$ cat src/rtl/ball_motion.sv
// Ball motion engine: steps the ball once per frame tick, bounces off
// the left/right/top walls, latches collision flips, reports bottom misses.
//
// Ports:
//   clk, resetn           clock, synchronous active-low reset
//   tick, pause           move strobe (one per frame), motion hold
//   load, load_x/y/dx/dy  serve: position and direction, enter RUN
//   step_x, step_y        pixels moved per tick on each axis
//   flip_x, flip_y        collision direction-reversal requests (sticky)
//   x, y, dir_x, dir_y    ball position (top-left) and direction
//   wall_hit, miss        one-cycle event pulses
//   running               high while the ball is in play
module ball_motion #(
    parameter int XW        = 10,
    parameter int YW        = 10,
    parameter int STEP_W    = 3,
    parameter int X_MAX     = 639,
    parameter int Y_MAX     = 479,
    parameter int BALL_SIZE = 8
) (
    input  logic              clk,
    input  logic              resetn,
    input  logic              tick,
    input  logic              pause,
    input  logic              load,
    input  logic [XW-1:0]     load_x,
    input  logic [YW-1:0]     load_y,
    input  logic              load_dx,
    input  logic              load_dy,
    input  logic [STEP_W-1:0] step_x,
    input  logic [STEP_W-1:0] step_y,
    input  logic              flip_x,
    input  logic              flip_y,
    output logic [XW-1:0]     x,
    output logic [YW-1:0]     y,
    output logic              dir_x,
    output logic              dir_y,
    output logic              wall_hit,
    output logic              miss,
    output logic              running
);

    // One extra bit so position + step never wraps before the limit test.
    localparam logic [XW:0] XLIM = (XW+1)'(X_MAX - BALL_SIZE + 1);
    localparam logic [YW:0] YLIM = (YW+1)'(Y_MAX - BALL_SIZE + 1);

    typedef enum logic [1:0] {
        S_IDLE,
        S_RUN,
        S_DEAD
    } state_t;

    state_t          state;
    state_t          state_n;
    logic [XW-1:0]   x_n;
    logic [YW-1:0]   y_n;
    logic            dir_x_n;
    logic            dir_y_n;
    logic            wall_n;
    logic            miss_n;
    logic            pend_x;
    logic            pend_y;
    logic            pend_x_n;
    logic            pend_y_n;

    logic            move;
    logic            eff_x;
    logic            eff_y;
    logic [XW:0]     stp_x;
    logic [YW:0]     stp_y;
    logic [XW:0]     sum_x;
    logic [YW:0]     sum_y;

    assign running = (state == S_RUN);

    always_ff @(posedge clk) begin
        if (!resetn) begin
            state    <= S_IDLE;
            x        <= '0;
            y        <= '0;
            dir_x    <= 1'b1;
            dir_y    <= 1'b0;
            wall_hit <= 1'b0;
            miss     <= 1'b0;
            pend_x   <= 1'b0;
            pend_y   <= 1'b0;
        end else begin
            state    <= state_n;
            x        <= x_n;
            y        <= y_n;
            dir_x    <= dir_x_n;
            dir_y    <= dir_y_n;
            wall_hit <= wall_n;
            miss     <= miss_n;
            pend_x   <= pend_x_n;
            pend_y   <= pend_y_n;
        end
    end

    always_comb begin
        state_n  = state;
        x_n      = x;
        y_n      = y;
        dir_x_n  = dir_x;
        dir_y_n  = dir_y;
        wall_n   = 1'b0;
        miss_n   = 1'b0;
        pend_x_n = pend_x | flip_x;
        pend_y_n = pend_y | flip_y;

        move  = (state == S_RUN) && tick && !pause;
        // Flip is applied first; the wall test then uses the new direction.
        eff_x = dir_x ^ (pend_x | flip_x);
        eff_y = dir_y ^ (pend_y | flip_y);
        stp_x = (XW+1)'(step_x);
        stp_y = (YW+1)'(step_y);
        sum_x = {1'b0, x} + stp_x;
        sum_y = {1'b0, y} + stp_y;

        if (load) begin
            x_n      = ({1'b0, load_x} > XLIM) ? XLIM[XW-1:0] : load_x;
            y_n      = ({1'b0, load_y} > YLIM) ? YLIM[YW-1:0] : load_y;
            dir_x_n  = load_dx;
            dir_y_n  = load_dy;
            pend_x_n = 1'b0;
            pend_y_n = 1'b0;
            state_n  = S_RUN;
        end else if (move) begin
            pend_x_n = 1'b0;
            pend_y_n = 1'b0;
            dir_x_n  = eff_x;
            dir_y_n  = eff_y;

            if (step_x != '0) begin
                if (eff_x) begin
                    if (sum_x >= XLIM) begin
                        x_n     = XLIM[XW-1:0];
                        dir_x_n = 1'b0;
                        wall_n  = 1'b1;
                    end else begin
                        x_n = sum_x[XW-1:0];
                    end
                end else begin
                    if ({1'b0, x} <= stp_x) begin
                        x_n     = '0;
                        dir_x_n = 1'b1;
                        wall_n  = 1'b1;
                    end else begin
                        x_n = x - stp_x[XW-1:0];
                    end
                end
            end

            if (step_y != '0) begin
                if (eff_y) begin
                    // Bottom edge: the ball is lost, direction kept.
                    if (sum_y >= YLIM) begin
                        y_n     = YLIM[YW-1:0];
                        miss_n  = 1'b1;
                        state_n = S_DEAD;
                    end else begin
                        y_n = sum_y[YW-1:0];
                    end
                end else begin
                    if ({1'b0, y} <= stp_y) begin
                        y_n     = '0;
                        dir_y_n = 1'b1;
                        wall_n  = 1'b1;
                    end else begin
                        y_n = y - stp_y[YW-1:0];
                    end
                end
            end
        end
    end

endmodule

$ cat config.mk
export PLATFORM = sky130hd
export DESIGN_NAME = ball_motion
export DESIGN_NICKNAME = d
export VERILOG_FILES = /design/src/rtl/ball_motion.sv
export SDC_FILE = /design/constraint.sdc
export NUM_CORES = 1
export LEC_CHECK = 0
export ABC_AREA = 1
export BUFFER_PORTS_ARGS = -buffer_cell sky130_fd_sc_hd__clkbuf_2
export CORE_MARGIN = 5
export CORE_UTILIZATION = 60
export CTS_CLUSTER_DIAMETER = 100
export CTS_CLUSTER_SIZE = 12
export DETAILED_ROUTE_END_ITERATION = 10
export HOLD_SLACK_MARGIN = 0.03
export PLACE_DENSITY = 0.95
export SYNTH_ARGS = -nofsm -noshare
export SYNTH_HDL_FRONTEND = slang
export SYNTH_SLANG_ARGS = --single-unit
$ cat constraint.sdc
create_clock -name clk -period 4.5 [get_ports clk]
set_input_delay 0.45 -clock clk [delete_from_list [all_inputs] [get_ports clk]]
set_output_delay 0.45 -clock clk [all_outputs]
set_load 0.005 [all_outputs]
==> out/summary.md <==
For the pin with the worst max-slew slack, the measured transition is 0.7251 ns. The congestion estimate from routability-driven global placement came to 0.9351. Count of pins on the block boundary: 60. Of the total power, combinational logic draws 41.1%.

Quantity of hold-fixing buffers added after cts: 0. After legalization and detailed placement, the total HPWL measured 6387 um. The tree is rooted in a sky130_fd_sc_hd__clkbuf_8.

The number of clock buffers added by TritonCTS is 3. For this run the aggregate overflow at the end of global routing stands at 0. Measured against its own limit, the worst slew margin works out to 51.61%. The tools report the total number of vias as 3251. For the H-tree level count, the log shows 1. The first detailed-routing pass took 5 iterations. The max-slew violation total from the final report was 0; the CTS clock-pin slew for the worst setup and hold paths was 0.09 ns.

Based on the critical path, the design can be clocked at up to 427.2 MHz. Setup violations remaining at the end of the flow were counted as 0. The via count of the first global-routing pass was 2979.

The required time of the critical path was 4.64 ns. The clock network is responsible for 20.1% of the overall power. For the effective utilization at floorplan, the log shows 63.10%. In this run the most used layer during global routing was met2. STA classifies the critical path startpoint as a flop. The wire length after detailed routing was 7957 um. In this run the core area contains 24 standard-cell rows. The largest net degree at the start of global routing was 24; the number of distinct library cell variants in the gate-level netlist after synthesis was 37. The final period demand of the worst path was 2.341 ns. The number of instances in the synthesized netlist is 458. The tools report the kind of capture point of the worst setup path as a flop. The prevailing post-synth register cell is sky130_fd_sc_hd__dfxtp_1. In the layout the commonest cells are sky130_fd_sc_hd__nand2_1 (122), sky130_fd_sc_hd__inv_1 (64), sky130_fd_sc_hd__clkbuf_2 (59).

In the routed design, unresolved DRC markers number 0. In this run the mean area of a mapped cell was 6.081 sq um. The run finished with clean final reports. Worst min-delay path category: primary input to flop. The longest clock path from root to sink contains 2 buffers. The tool flagged a number of max-cap violations equal to 0.

The number of nets at the end of the flow was 561. Counting the fill cells in the layout gives 364. The library cell used most frequently in the layout, excluding fill and tap cells, is sky130_fd_sc_hd__nand2_1. Maximum fanout count along the critical path: 5. The number of nets in the synthesized netlist is 509.

Setup repair after global routing left no endpoint under its margin. Cell internal power was estimated by the tool at 454.9 uW. The total power density per cell area is 243.1 nW/um^2, and the clock network latency to the later pin of the worst-skew pair is 0.27 ns.

Post-CTS timing repair inserted 0 buffers for setup. In the finished design, the share of the clock period the worst path needs comes to 52.02%. The logs give 0.0002061 V for the largest vdd supply drop and 0 ns for the setup TNS. TritonCTS built the clock tree. The core area came out at 4414 sq um. The logs give 304.7 uW for the power spent charging and discharging nets and 6104 sq um for the area of the die.

The tools report the count of endpoints failing hold in the final timing report as 0. The share of total power consumed by net switching was 40.12%. The number of vias per cell after detailed routing was 5.795; the routed length per placed instance was 14.18 um. The die is 78.13 um tall. The remaining number of nets flagged by the antenna check after routing was 0. The number of antenna diodes was 0.

From synthesis to final layout, the design area changed by 12.17%. Global routing consumed, on the met1 layer, 34.55% of the routing resources. Global routing used 41.72% of the available met2 tracks. Category of the most critical setup path: flop to flop. The flip-flop and latch count after synthesis was 28; the number of antenna violations at the first check in global routing was 0. The analysis attributes to cell leakage a power of 1.649 nW. Input and output buffers added on the ports amount to 59.

The Yosys step of the flow raised 0 warnings. The detailed router finished its first iteration with 414 violations. Measured on the finished design, the core utilization comes to 70.78%. Fraction of layout instances using a drive strength above 1: 18.07%.

Sequential elements use 20.13% of the synthesized area. The global-route track usage on met3 is 5.034%, and the power share of the sequential group is 38.8%. The data arrival time of the worst path is 2.48 ns, and the horizontal die dimension is 78.13 um.

The total global routing track utilization was 25.40%; the global-route wire length before repair was 13240 um. The proportion of register bits with asynchronous set or reset after synthesis was 0%. The synthesized design contains 0 enable-type register cells. The final worst clock skew was 0.004184 ns. The post-CTS resize count was 0; the synthesized area was 2785 sq um. CTS saw 28 sinks.
-- registers in the layout, indices dropped and copies added (netlist names) --
| signal | flops |
|---|---|
| x | 10 |
| state | 2 |
| pend_x | 1 |
| miss | 1 |
| y | 10 |
| wall_hit | 1 |
| pend_y | 1 |
| dir_y | 1 |
| dir_x | 1 |
-- worst paths after layout --
kind	start	end	slack [ns]	cells after the start
max reg2reg	y[0]$_SDFFE_PN0P_	y[1]$_SDFFE_PN0P_	2.16	16
max	y[0]$_SDFFE_PN0P_	y[1]$_SDFFE_PN0P_	2.16	16
min reg2reg	state[1]$_SDFFE_PP0P_	state[1]$_SDFFE_PP0P_	0.46	2
min	flip_x	pend_x$_SDFF_PP0_	0.44	3
-- metal layers --
| metal | routed length [um] | share of wire (%) | up-vias |
|---|---|---|---|
| li1 | - | - | 1567 |
| met1 | 3397 | 43 | 1465 |
| met2 | 3578 | 45 | 195 |
| met3 | 822 | 10 | 24 |
| met4 | 158 | 2.0 | 0 |
| met5 | 0 | 0 | - |
-- synthesized netlist by cell type (5+ instances only) --
cell	instances	area, sq um
sky130_fd_sc_hd__xor2_1	15	131.4
sky130_fd_sc_hd__inv_1	64	240.2
sky130_fd_sc_hd__nand4_1	9	56.30
sky130_fd_sc_hd__o21ai_0	23	115.1
sky130_fd_sc_hd__a31oi_1	6	37.54
sky130_fd_sc_hd__clkbuf_1	5	18.77
sky130_fd_sc_hd__nand3_1	23	115.1
sky130_fd_sc_hd__dfxtp_1	28	560.5
sky130_fd_sc_hd__ha_1	12	150.1
sky130_fd_sc_hd__nor2_1	50	187.7
sky130_fd_sc_hd__nor3_1	7	35.03
sky130_fd_sc_hd__a21oi_1	33	165.2
sky130_fd_sc_hd__nand2_2	10	62.56
sky130_fd_sc_hd__a21oi_2	5	43.79
sky130_fd_sc_hd__nand2_1	122	457.9
sky130_fd_sc_hd__o21ai_1	5	25.02
-- layout make-up --
type / instances / area, sq um / area share [%]
timing repair buffer: 59 / 295.3 / 9.451
tap: 52 / 65.06 / 2.082
sequential: 28 / 560.5 / 17.94
clock buffer: 4 / 55.05 / 1.762
multi-input combinational: 350 / 1893 / 60.59
inverter: 68 / 255.2 / 8.170
-- cell families (layout without fill, tap and decap cells) --
kind of cell | after synthesis | after routing | synth area share [%]
buffers and inverters | 80 | 131 | 11.90
AOI/OAI and AO/OA | 81 | 81 | 16.76
adders and majority gates | 16 | 16 | 8.266
DFF | 28 | 28 | 20.13
and+or+nand+nor | 234 | 234 | 36.97
xor gates and xnor gates | 19 | 19 | 5.975
-- through the flow --
| stage | instance area [sq um] | cells | hold WS (ns) | setup WS, ns | power, mW |
|---|---|---|---|---|---|
| floorplan | 2785 | 458 | 0.4288 | 2.350 | 0.5193 |
| global placement | 3069 | 557 | 0.4384 | 2.119 | 0.5916 |
| detailed placement | 3069 | 557 | 0.4475 | 1.994 | 0.6027 |
| CTS | 3124 | 561 | 0.4397 | 2.221 | 0.7527 |
| global route | 3124 | 561 | 0.4655 | 1.914 | 0.8154 |
| finish | 3124 | 561 | 0.4390 | 2.159 | 0.7596 |
-- worst max-delay path: stages, from the launching register on --
cell and delay (ns):
sky130_fd_sc_hd__dfxtp_1 0.37, sky130_fd_sc_hd__inv_1 0.09, sky130_fd_sc_hd__ha_1 0.19, sky130_fd_sc_hd__inv_1 0.06, sky130_fd_sc_hd__fa_1 0.39, sky130_fd_sc_hd__nand2_1 0.12
sky130_fd_sc_hd__nand3_1 0.13, sky130_fd_sc_hd__nand2_1 0.09, sky130_fd_sc_hd__nand2_1 0.10, sky130_fd_sc_hd__nand2_1 0.19, sky130_fd_sc_hd__inv_2 0.10, sky130_fd_sc_hd__nand2_1 0.07
sky130_fd_sc_hd__nand2_1 0.05, sky130_fd_sc_hd__inv_1 0.08, sky130_fd_sc_hd__nand2_1 0.05, sky130_fd_sc_hd__nand2_1 0.06, sky130_fd_sc_hd__a21oi_1 0.06
-- power by group through the flow --
| stage | clock (mW) | combinational (mW) | sequential [mW] |
|---|---|---|---|
| 2_1_floorplan | 0 | 0.230 | 0.289 |
| 3_3_place_gp | 0 | 0.293 | 0.299 |
| 3_5_place_dp | 0 | 0.303 | 0.300 |
| 4_1_cts | 0.154 | 0.305 | 0.294 |
| 5_1_grt | 0.167 | 0.351 | 0.298 |
| 6_report | 0.153 | 0.312 | 0.295 |
(Power assumes the default switching activity.)
